<file path="config.mk">
export PLATFORM = sky130hd
export DESIGN_NAME = song_sequencer_flat
export DESIGN_NICKNAME = d
export VERILOG_FILES = /design/src/rtl/song_pkg.sv /design/src/rtl/song_sequencer_if.sv /design/src/rtl/song_sequencer_step_timer.sv /design/src/rtl/song_sequencer.sv /design/src/flat_wrapper.sv
export SDC_FILE = /design/constraint.sdc
export NUM_CORES = 1
export LEC_CHECK = 0
export ABC_AREA = 1
export BUFFER_PORTS_ARGS = -buffer_cell sky130_fd_sc_hd__buf_2
export CAP_MARGIN = 20
export CORE_MARGIN = 8
export CORE_UTILIZATION = 55
export CTS_BUF_LIST = sky130_fd_sc_hd__clkbuf_4
export CTS_CLUSTER_DIAMETER = 60
export DETAILED_ROUTE_END_ITERATION = 8
export GPL_ROUTABILITY_DRIVEN = 0
export HOLD_SLACK_MARGIN = 0.15
export PLACE_DENSITY_LB_ADDON = 0.05
export SLEW_MARGIN = 20
export SYNTH_ARGS = -nofsm -noshare
export SYNTH_HDL_FRONTEND = slang
export SYNTH_SLANG_ARGS = --single-unit
</file>
<file path="constraint.sdc">
create_clock -name clk -period 3.3 [get_ports clk]
set_clock_uncertainty 0.1 [all_clocks]
set_input_delay 0.66 -clock clk [delete_from_list [all_inputs] [get_ports clk]]
set_output_delay 0.66 -clock clk [all_outputs]
set_load 0.005 [all_outputs]
</file>
<file path="src/rtl/song_pkg.sv">
// song_pkg: shared note codes and player states for the song sequencer
package song_pkg;
  localparam logic [7:0] NOTE_REST = 8'd255;
  localparam logic [7:0] NOTE_END = 8'd1;
  typedef enum logic [2:0] {IDLE, FETCH, LATCH, PLAY, DONE} state_t;
endpackage

</file>
<file path="src/rtl/song_sequencer_if.sv">
// song_sequencer_if: control, note ROM and tone-generator signals of the sequencer
interface song_sequencer_if #(
  parameter int ADDR_W = 9,
  parameter int TEMPO_W = 24
);
  logic start, stop, loop;
  logic [TEMPO_W-1:0] tempo;
  logic [ADDR_W-1:0] rom_addr;
  logic [7:0] rom_note, note;
  logic gate, note_on, playing, done;
  modport master(
    input start, stop, loop, tempo, rom_note,
    output rom_addr, note, gate, note_on, playing, done
  );
  modport slave(
    output start, stop, loop, tempo, rom_note,
    input rom_addr, note, gate, note_on, playing, done
  );
endinterface

</file>
<file path="src/rtl/song_sequencer_step_timer.sv">
// step_timer: per-step clock counter with end-of-step and gate-release compares
module step_timer #(
  parameter int TEMPO_W = 24,
  parameter int ARTIC = 16
) (
  input logic clk,
  input logic reset,
  input logic load,
  input logic en,
  input logic [TEMPO_W-1:0] len,
  output logic term,
  output logic artic
);
  logic [TEMPO_W-1:0] step_len, cnt;
  always_ff @(posedge clk or posedge reset)
    if (reset) begin
      step_len <= '0;
      cnt <= '0;
    end else if (load) begin
      step_len <= len;
      cnt <= '0;
    end else if (en && !term) cnt <= cnt + 1'b1;
  assign term = cnt == step_len;
  // true on the edge before the last ARTIC clocks of the step, so gate is low for exactly those
  assign artic = {1'b0, cnt} + (TEMPO_W+1)'(ARTIC) >= {1'b0, step_len};
endmodule

</file>
<file path="src/rtl/song_sequencer.sv">
// song_sequencer: walks an external note ROM and drives note/gate/note_on with tempo, loop and articulation
module song_sequencer
  import song_pkg::*;
#(
  parameter int ADDR_W = 9,
  parameter int TEMPO_W = 24,
  parameter int ARTIC = 16
) (
  input logic clk,
  input logic reset,
  song_sequencer_if.master s
);
  state_t state, state_n;
  logic [ADDR_W-1:0] addr_n;
  logic [7:0] note_n;
  logic gate_n, note_on_n, load, term, artic;
  step_timer #(.TEMPO_W(TEMPO_W), .ARTIC(ARTIC)) u_timer (
    .clk(clk),
    .reset(reset),
    .load(load),
    .en(state == PLAY),
    .len(s.tempo),
    .term(term),
    .artic(artic)
  );
  always_comb begin
    state_n = state;
    addr_n = s.rom_addr;
    note_n = s.note;
    gate_n = s.gate;
    note_on_n = 1'b0;
    load = 1'b0;
    if (s.stop && state != IDLE) begin
      state_n = IDLE;
      addr_n = '0;
      gate_n = 1'b0;
    end else
      unique case (state)
        IDLE, DONE:
          if (s.start) begin
            state_n = FETCH;
            addr_n = '0;
          end
        FETCH: state_n = LATCH;
        LATCH: begin
          load = 1'b1;
          if (s.rom_note == NOTE_END) begin
            state_n = s.loop ? FETCH : DONE;
            gate_n = 1'b0;
            if (s.loop) addr_n = '0;
          end else begin
            state_n = PLAY;
            gate_n = s.rom_note != NOTE_REST;
            note_on_n = s.rom_note != NOTE_REST;
            note_n = s.rom_note != NOTE_REST ? s.rom_note : s.note;
          end
        end
        PLAY: begin
          if (artic) gate_n = 1'b0;
          // address increment wraps to 0 by itself; only the non-loop wrap stops playback
          if (term) begin
            addr_n = s.rom_addr + 1'b1;
            state_n = (&s.rom_addr && !s.loop) ? DONE : FETCH;
          end
        end
        default: state_n = IDLE;
      endcase
  end
  always_ff @(posedge clk or posedge reset)
    if (reset) begin
      state <= IDLE;
      s.rom_addr <= '0;
      s.note <= NOTE_REST;
      s.gate <= 1'b0;
      s.note_on <= 1'b0;
    end else begin
      state <= state_n;
      s.rom_addr <= addr_n;
      s.note <= note_n;
      s.gate <= gate_n;
      s.note_on <= note_on_n;
    end
  assign s.playing = state == FETCH || state == LATCH || state == PLAY;
  assign s.done = state == DONE;
endmodule

</file>
<file path="src/flat_wrapper.sv">
// flat-port wrapper written by rule: the top's interface ports become plain ports
module song_sequencer_flat import song_pkg::*;
#(
  parameter int ADDR_W = 9,
  parameter int TEMPO_W = 24,
  parameter int ARTIC = 16
)
  (clk, reset, s_start, s_stop, s_loop, s_tempo, s_rom_note, s_rom_addr, s_note, s_gate, s_note_on, s_playing, s_done);
  song_sequencer_if #(.ADDR_W(ADDR_W), .TEMPO_W(TEMPO_W)) s_i ();
  input logic clk;
  input logic reset;
  input wire logic [$bits(s_i.start)-1:0] s_start;
  input wire logic [$bits(s_i.stop)-1:0] s_stop;
  input wire logic [$bits(s_i.loop)-1:0] s_loop;
  input wire logic [$bits(s_i.tempo)-1:0] s_tempo;
  input wire logic [$bits(s_i.rom_note)-1:0] s_rom_note;
  output wire logic [$bits(s_i.rom_addr)-1:0] s_rom_addr;
  output wire logic [$bits(s_i.note)-1:0] s_note;
  output wire logic [$bits(s_i.gate)-1:0] s_gate;
  output wire logic [$bits(s_i.note_on)-1:0] s_note_on;
  output wire logic [$bits(s_i.playing)-1:0] s_playing;
  output wire logic [$bits(s_i.done)-1:0] s_done;
  assign s_i.start = s_start;
  assign s_i.stop = s_stop;
  assign s_i.loop = s_loop;
  assign s_i.tempo = s_tempo;
  assign s_i.rom_note = s_rom_note;
  assign s_rom_addr = s_i.rom_addr;
  assign s_note = s_i.note;
  assign s_gate = s_i.gate;
  assign s_note_on = s_i.note_on;
  assign s_playing = s_i.playing;
  assign s_done = s_i.done;
  song_sequencer #(.ADDR_W(ADDR_W), .TEMPO_W(TEMPO_W), .ARTIC(ARTIC)) u_core (.clk(clk), .reset(reset), .s(s_i));
endmodule
</file>
## Word level (Yosys, flattened, before mapping)

Index checks and enable logic that the tools add are counted.

- Add/sub/neg operators: 3
- Magnitude comparators: 1
- Equal/unequal tests: 12
- Multiplexer cells: 23
- Bitwise logic cells: 2
- Reductions and logical operators: 18

Operator list:

| operator | number |
|---|---|
| 24-bit 2-to-1 mux | 2 |
| 9-bit 2-to-1 mux | 5 |
| 9-bit one-hot mux with 3 select lines | 1 |
| 24-bit by 5-bit adder with 25-bit output (second input constant) | 1 |
| 25-bit by 24-bit greater-or-equal comparator with 1-bit output | 1 |
| 24-bit by 1-bit adder with 24-bit output (second input constant) | 1 |
| 24-bit equality test | 1 |
| 3-bit 2-to-1 mux | 6 |
| 3-bit one-hot mux with 4 select lines | 1 |
| 9-bit by 1-bit adder with 9-bit output (second input constant) | 1 |
| 3-bit by 1-bit inequality test with 1-bit output (second input constant) | 3 |
| 9-bit AND reduction | 1 |
| 8-bit by 1-bit equality test with 1-bit output (second input constant) | 1 |
| 8-bit inequality test (second input constant) | 1 |
| 1-bit 2-to-1 mux | 7 |
| 3-bit by 2-bit equality test with 1-bit output (second input constant) | 2 |
| 3-bit by 2-bit inequality test with 1-bit output (second input constant) | 2 |
| 3-bit nonzero test | 2 |
| 5-bit AND reduction | 1 |
| 2-bit AND reduction | 2 |
| 4-bit AND reduction | 1 |
| 4-bit nonzero test | 1 |
| 3-bit by 1-bit equality test with 1-bit output (second input constant) | 1 |
| 3-bit equality test (second input constant) | 1 |
| 8 further kinds | 13 |

- Flip-flop bits (word level): 70
- Input port bits: 37
- Output and inout port bits: 21
- Logic and storage cells: 66

## Longest topological paths before layout

- Depth after elaboration: 6
- Depth in mapped cells: 22
- Depth with buffers taken out: 21

## Modules after synthesis

Synthesis repeated with hierarchy kept, for this count alone.

- Cell total of the unflattened synthesis: 781
- Area total of the unflattened synthesis: 5,296.3 µm²

Modules (own cells, without submodules):

| module | times used | cells each | area an instance (µm²) | sequential area each (µm²) |
|---|---|---|---|---|
| step_timer | 1 | 593 | 3,908.7 | 1,201.2 |
| song_sequencer | 1 | 188 | 1,387.6 | 560.5 |

## Worst setup path before layout

Ideal clock, no wire load.

- Path kind: flip-flop to flip-flop
- From: reg u_core.u_timer.cnt[5]
- To: reg u_core.s.gate
- Setup time: 0.121 ns
- Arrival: 2.195 ns
- Data required time: 3.079 ns
- Setup slack: 0.884 ns
- Cell stages (with the launch flop): 19
- Path buffers: 0
- Clock period less this slack: 2.416 ns
- Cell sequence: dfrtp_1 > ha_1 > nand2_1 > nor2_2 > nand2_1 > nor3b_2 > xor2_1 > ha_1 > nand2_1 > inv_1 > nand3_1 > nor2_1 > nand3_1 > nand3_1 > nor2_1 > nand2_1 > nand2_1 > nand2_1 > nand2_1

- Cells in the longest elaborated chain, start to end: 4

RTL lines:

| item | RTL line | text |
|---|---|---|
| start, declared | song_sequencer_step_timer.sv:14 | `logic [TEMPO_W-1:0] step_len, cnt;` |
| start signal, assigned | song_sequencer_step_timer.sv:22 | `end else if (en && !term) cnt <= cnt + 1'b1;` |
| 24-bit by 5-bit adder with 25-bit output | song_sequencer_step_timer.sv:25 | `assign artic = {1'b0, cnt} + (TEMPO_W+1)'(ARTIC) >= {1'b0, step_len};` |
| 25-bit by 24-bit greater-or-equal comparator with 1-bit output | song_sequencer_step_timer.sv:25 |  |
| 3-bit by 1-bit inequality test with 1-bit output (no line) | -- |  |
| 2-bit AND reduction (no line) | -- |  |
| end signal, assigned | song_sequencer.sv:80 | `s.gate <= gate_n;` |
| end, declared | song_sequencer_if.sv:13 | `output rom_addr, note, gate, note_on, playing, done` |

No other way between the ends.
A chain may end at the register's enable or synchronous reset.

## Worst setup path in the final report

- From: reg u_core.u_timer.cnt[6]
- To: reg u_core.s.gate

Same word-level chain as after synthesis.

==> results.sh <==
export IMPL_status="completed"
export IMPL_cp_end_kind="register"
export IMPL_antenna_found_initial=0
export IMPL_rrSetupSlack_ns=0.52
export IMPL_synth_cell_types=36
export IMPL_dp_worst_setup_slack_ns=0.559
export IMPL_p_switching_mw=1.36
export IMPL_worstSetupStartpointType="register"
export IMPL_leakagePower_nw=2.94
export IMPL_ys_warnings_count=0
export IMPL_cts_resized_gates=0
export IMPL_cts_root_buf="clkbuf_4"
export IMPL_finalSetupTns_ns=0
export IMPL_synth_avg_cell_area_um2=7.16
export IMPL_hpwlAfterDp_um=9230
export IMPL_grt_use_total_pct=20.3
export IMPL_sw_frac_of_total_pct=43.3
export IMPL_path_class="register to register"
export IMPL_peakVddDrop_mv=0.353
export IMPL_synth_edf_count=0
export IMPL_combPwrFrac_pct=41.7
export IMPL_arrival_ns=3.01
export IMPL_power_frac_clock_pct=18.3
export IMPL_min_to="u_core.u_timer.step_len[13]$_DFFE_PP0P_"
export IMPL_worstHoldPathCells=3
export IMPL_antenna_left=0
export IMPL_fillCellCount=885
export IMPL_grt_max_degree=71
export IMPL_netlist_instances=717
export IMPL_layout_drive_gt1_share_pct=15.5
export IMPL_fin_crit_sh_pct=84.3
export IMPL_vias=4607
export IMPL_first_pass_iters=5
export IMPL_drc=0
export IMPL_min_path_type="input pin to register"
export IMPL_clk_pin_slew_ns=0.13
export IMPL_hold_worst_slack_ns=0.324
export IMPL_r2r_cells=21
export IMPL_synth_area_mm2=0.00513
export IMPL_postCtsSetupBuffers=0
export IMPL_die_width_um=113
export IMPL_wire_per_inst_um=14.2
export IMPL_ys_flop_type="dfrtp_1"
export IMPL_setup_viol=0
export IMPL_diodes=0
export IMPL_clock_latency_ns=0.43
export IMPL_htree_levels=3
export IMPL_grt_pass1_wl_um=21100
export IMPL_drtIter0Drc=335
export IMPL_postCtsHoldBufs=0
export IMPL_ys_ff_latch=70
export IMPL_syn2layout_area_growth_pct=7.75
export IMPL_max_freq_mhz=360
export IMPL_core_area_mm2=0.00915
export IMPL_rsz0062_at_grt="false"
export IMPL_required_ns=3.53
export IMPL_yosys_area_top_type="dfrtp_1"
export IMPL_drv_cap=0
export IMPL_tightestPinTransition_ns=0.913
export IMPL_syn_num_nets=782
export IMPL_p_int_mw=1.79
export IMPL_wirelength_um=12400
export IMPL_detail_route_vias_per_cell=5.28
export IMPL_synth_top_area_share_pct=30.2
export IMPL_min_from="s_tempo[13]"
export IMPL_numCtsBuffers=9
export IMPL_synthArstFlopShare_pct=100
export IMPL_std_cell_rows=35
export IMPL_r2r_start="u_core.u_timer.cnt[6]$_DFFE_PP0P_"
export IMPL_grt_pass1_vias=4418
export IMPL_layout_nets=822
export IMPL_fin_ws_ns=0.520
export IMPL_portBuffers=57
export IMPL_r2r_end="u_core.s.gate$_DFFE_PP0P_"
export IMPL_worstSetupStartpoint="u_core.u_timer.cnt[6]$_DFFE_PP0P_"
export IMPL_cts_num_sinks=70
export IMPL_sequentialPowerShare_pct=40.0
export IMPL_finalHoldViolCount=0
export IMPL_power_density_mw_per_mm2=570
export IMPL_period_minus_slack_ns=2.78
export IMPL_synth_seq_area_share_pct=34.3
export IMPL_path_max_fanout=8
export IMPL_synth_area_leaders="dfrtp_1, nand2_1, ha_1, xor2_1, inv_1"
export IMPL_ios=58
export IMPL_cts_tree="done"
export IMPL_clk_path_buf_depth=2
export IMPL_relSlewSlack_pct=39.2
export IMPL_layout_commonest_cell="nand2_1"
export IMPL_finalMaxSlewViolations=0
export IMPL_mostFrequentLayoutCells="nand2_1, inv_1, nor2_1"
export IMPL_dieArea_mm2=0.0127
export IMPL_initial_core_util_pct=56.1
export IMPL_overflow=0
export IMPL_die_h_um=113
==> power by group through the flow <==
stage | clock network [mW] | logic, mW | registers [mW]
6_report | 0.576 | 1.31 | 1.26
5_1_grt | 0.627 | 1.51 | 1.29
4_1_cts | 0.592 | 1.32 | 1.26
3_5_place_dp | 0 | 1.32 | 1.28
3_3_place_gp | 0 | 1.29 | 1.27
2_1_floorplan | 0 | 1.00 | 1.25
==> critical path: stages (launching register included) <==
cell and delay, ns:
dfrtp_1 0.53, nand2_1 0.17, nor2_2 0.15, inv_2 0.06, nor2_4 0.10, inv_2 0.06, nor2_2 0.11, nand2_1 0.10
xor2_1 0.20, inv_1 0.07, ha_1 0.27, nand2_1 0.06, nor2_1 0.14, nand2_1 0.08, inv_1 0.10, nand3_1 0.08
nand3_1 0.07, nor2_1 0.04, nand2_1 0.06, nand2_1 0.04, nand2_1 0.05, nand2_1 0.04
==> cell type report <==
cell class | instances | area [µm²] | area share (%)
clock buffers | 9 | 67.6 | 1.22
clock inverters | 7 | 72.6 | 1.31
inverters | 84 | 318 | 5.75
multi-input cells | 532 | 2860 | 51.8
flip-flops and latches | 70 | 1760 | 31.9
well taps | 111 | 139 | 2.51
repair buffers | 60 | 308 | 5.57
==> flip-flops by register name (all words and copies together), names as in the netlist <==
signal                   cells
u_core.s.rom_addr            9
u_core.s.note_on             1
u_core.state                 3
u_core.u_timer.step_len     24
u_core.s.gate                1
u_core.s.note                8
u_core.u_timer.cnt          24
==> cells by family after synthesis <==
logic type,count (synthesis),synth area share (%)
AOI/OAI and AO/OA,49,4.90
xor gates and xnor gates,47,8.02
adders and majority gates,28,6.83
DFF,70,34.3
and+or+nand+nor,408,35.9
buffers and inverters,115,9.97
==> routing by layer <==
| metal | vias to the layer above | global-route usage, % | part of all wire (%) |
|---|---|---|---|
| met3 | 17 | 3.11 | 5.5 |
| met1 | 2127 | 27.6 | 48 |
| met5 | - | 0 | 0 |
| met2 | 122 | 32.2 | 45 |
| met4 | 0 | 6.92 | 1.8 |
| li1 | 2341 | - | - |
==> cells in the mapped netlist, types with 2 or more instances <==
cell type  count
nor3_1         8
buf_4          5
a21oi_1       11
inv_2         10
nand4_1       18
nor2_2         6
xor2_1        38
nand2_1      220
nand3_2        3
nor2_1        68
nand3b_2       2
nand3_1       54
and3_1         3
nand3b_1      14
xnor2_1        9
nor3_2         2
inv_1         73
buf_2         14
o21ai_0       33
ha_1          28
dfrtp_1       62
clkbuf_2       3
o21ai_1        3
nor2_4         4
dfstp_2        8
clkbuf_1       4
buf_6          5
==> how the worst max path moves through the flow <==
stage	endpoint	depth (start not counted)
CTS	u_core.s.gate$_DFFE_PP0P_	21
finish	u_core.s.gate$_DFFE_PP0P_	21
global placement	u_core.s.gate$_DFFE_PP0P_	21
global route	u_core.s.gate$_DFFE_PP0P_	19
floorplan	u_core.s.gate$_DFFE_PP0P_	1
detailed placement	u_core.s.gate$_DFFE_PP0P_	18
==> stage by stage <==
step | area [µm²] | utilization, % | std cells | power, mW
floorplan | 5130 | - | 717 | 2.25
global placement | 5390 | 58.9 | 857 | 2.56
detailed placement | 5390 | 58.9 | 857 | 2.60
CTS | 5530 | 60.4 | 873 | 3.18
global route | 5530 | 60.4 | 873 | 3.43
finish | 5530 | 60.4 | 873 | 3.15
(Power assumes the default switching activity.)
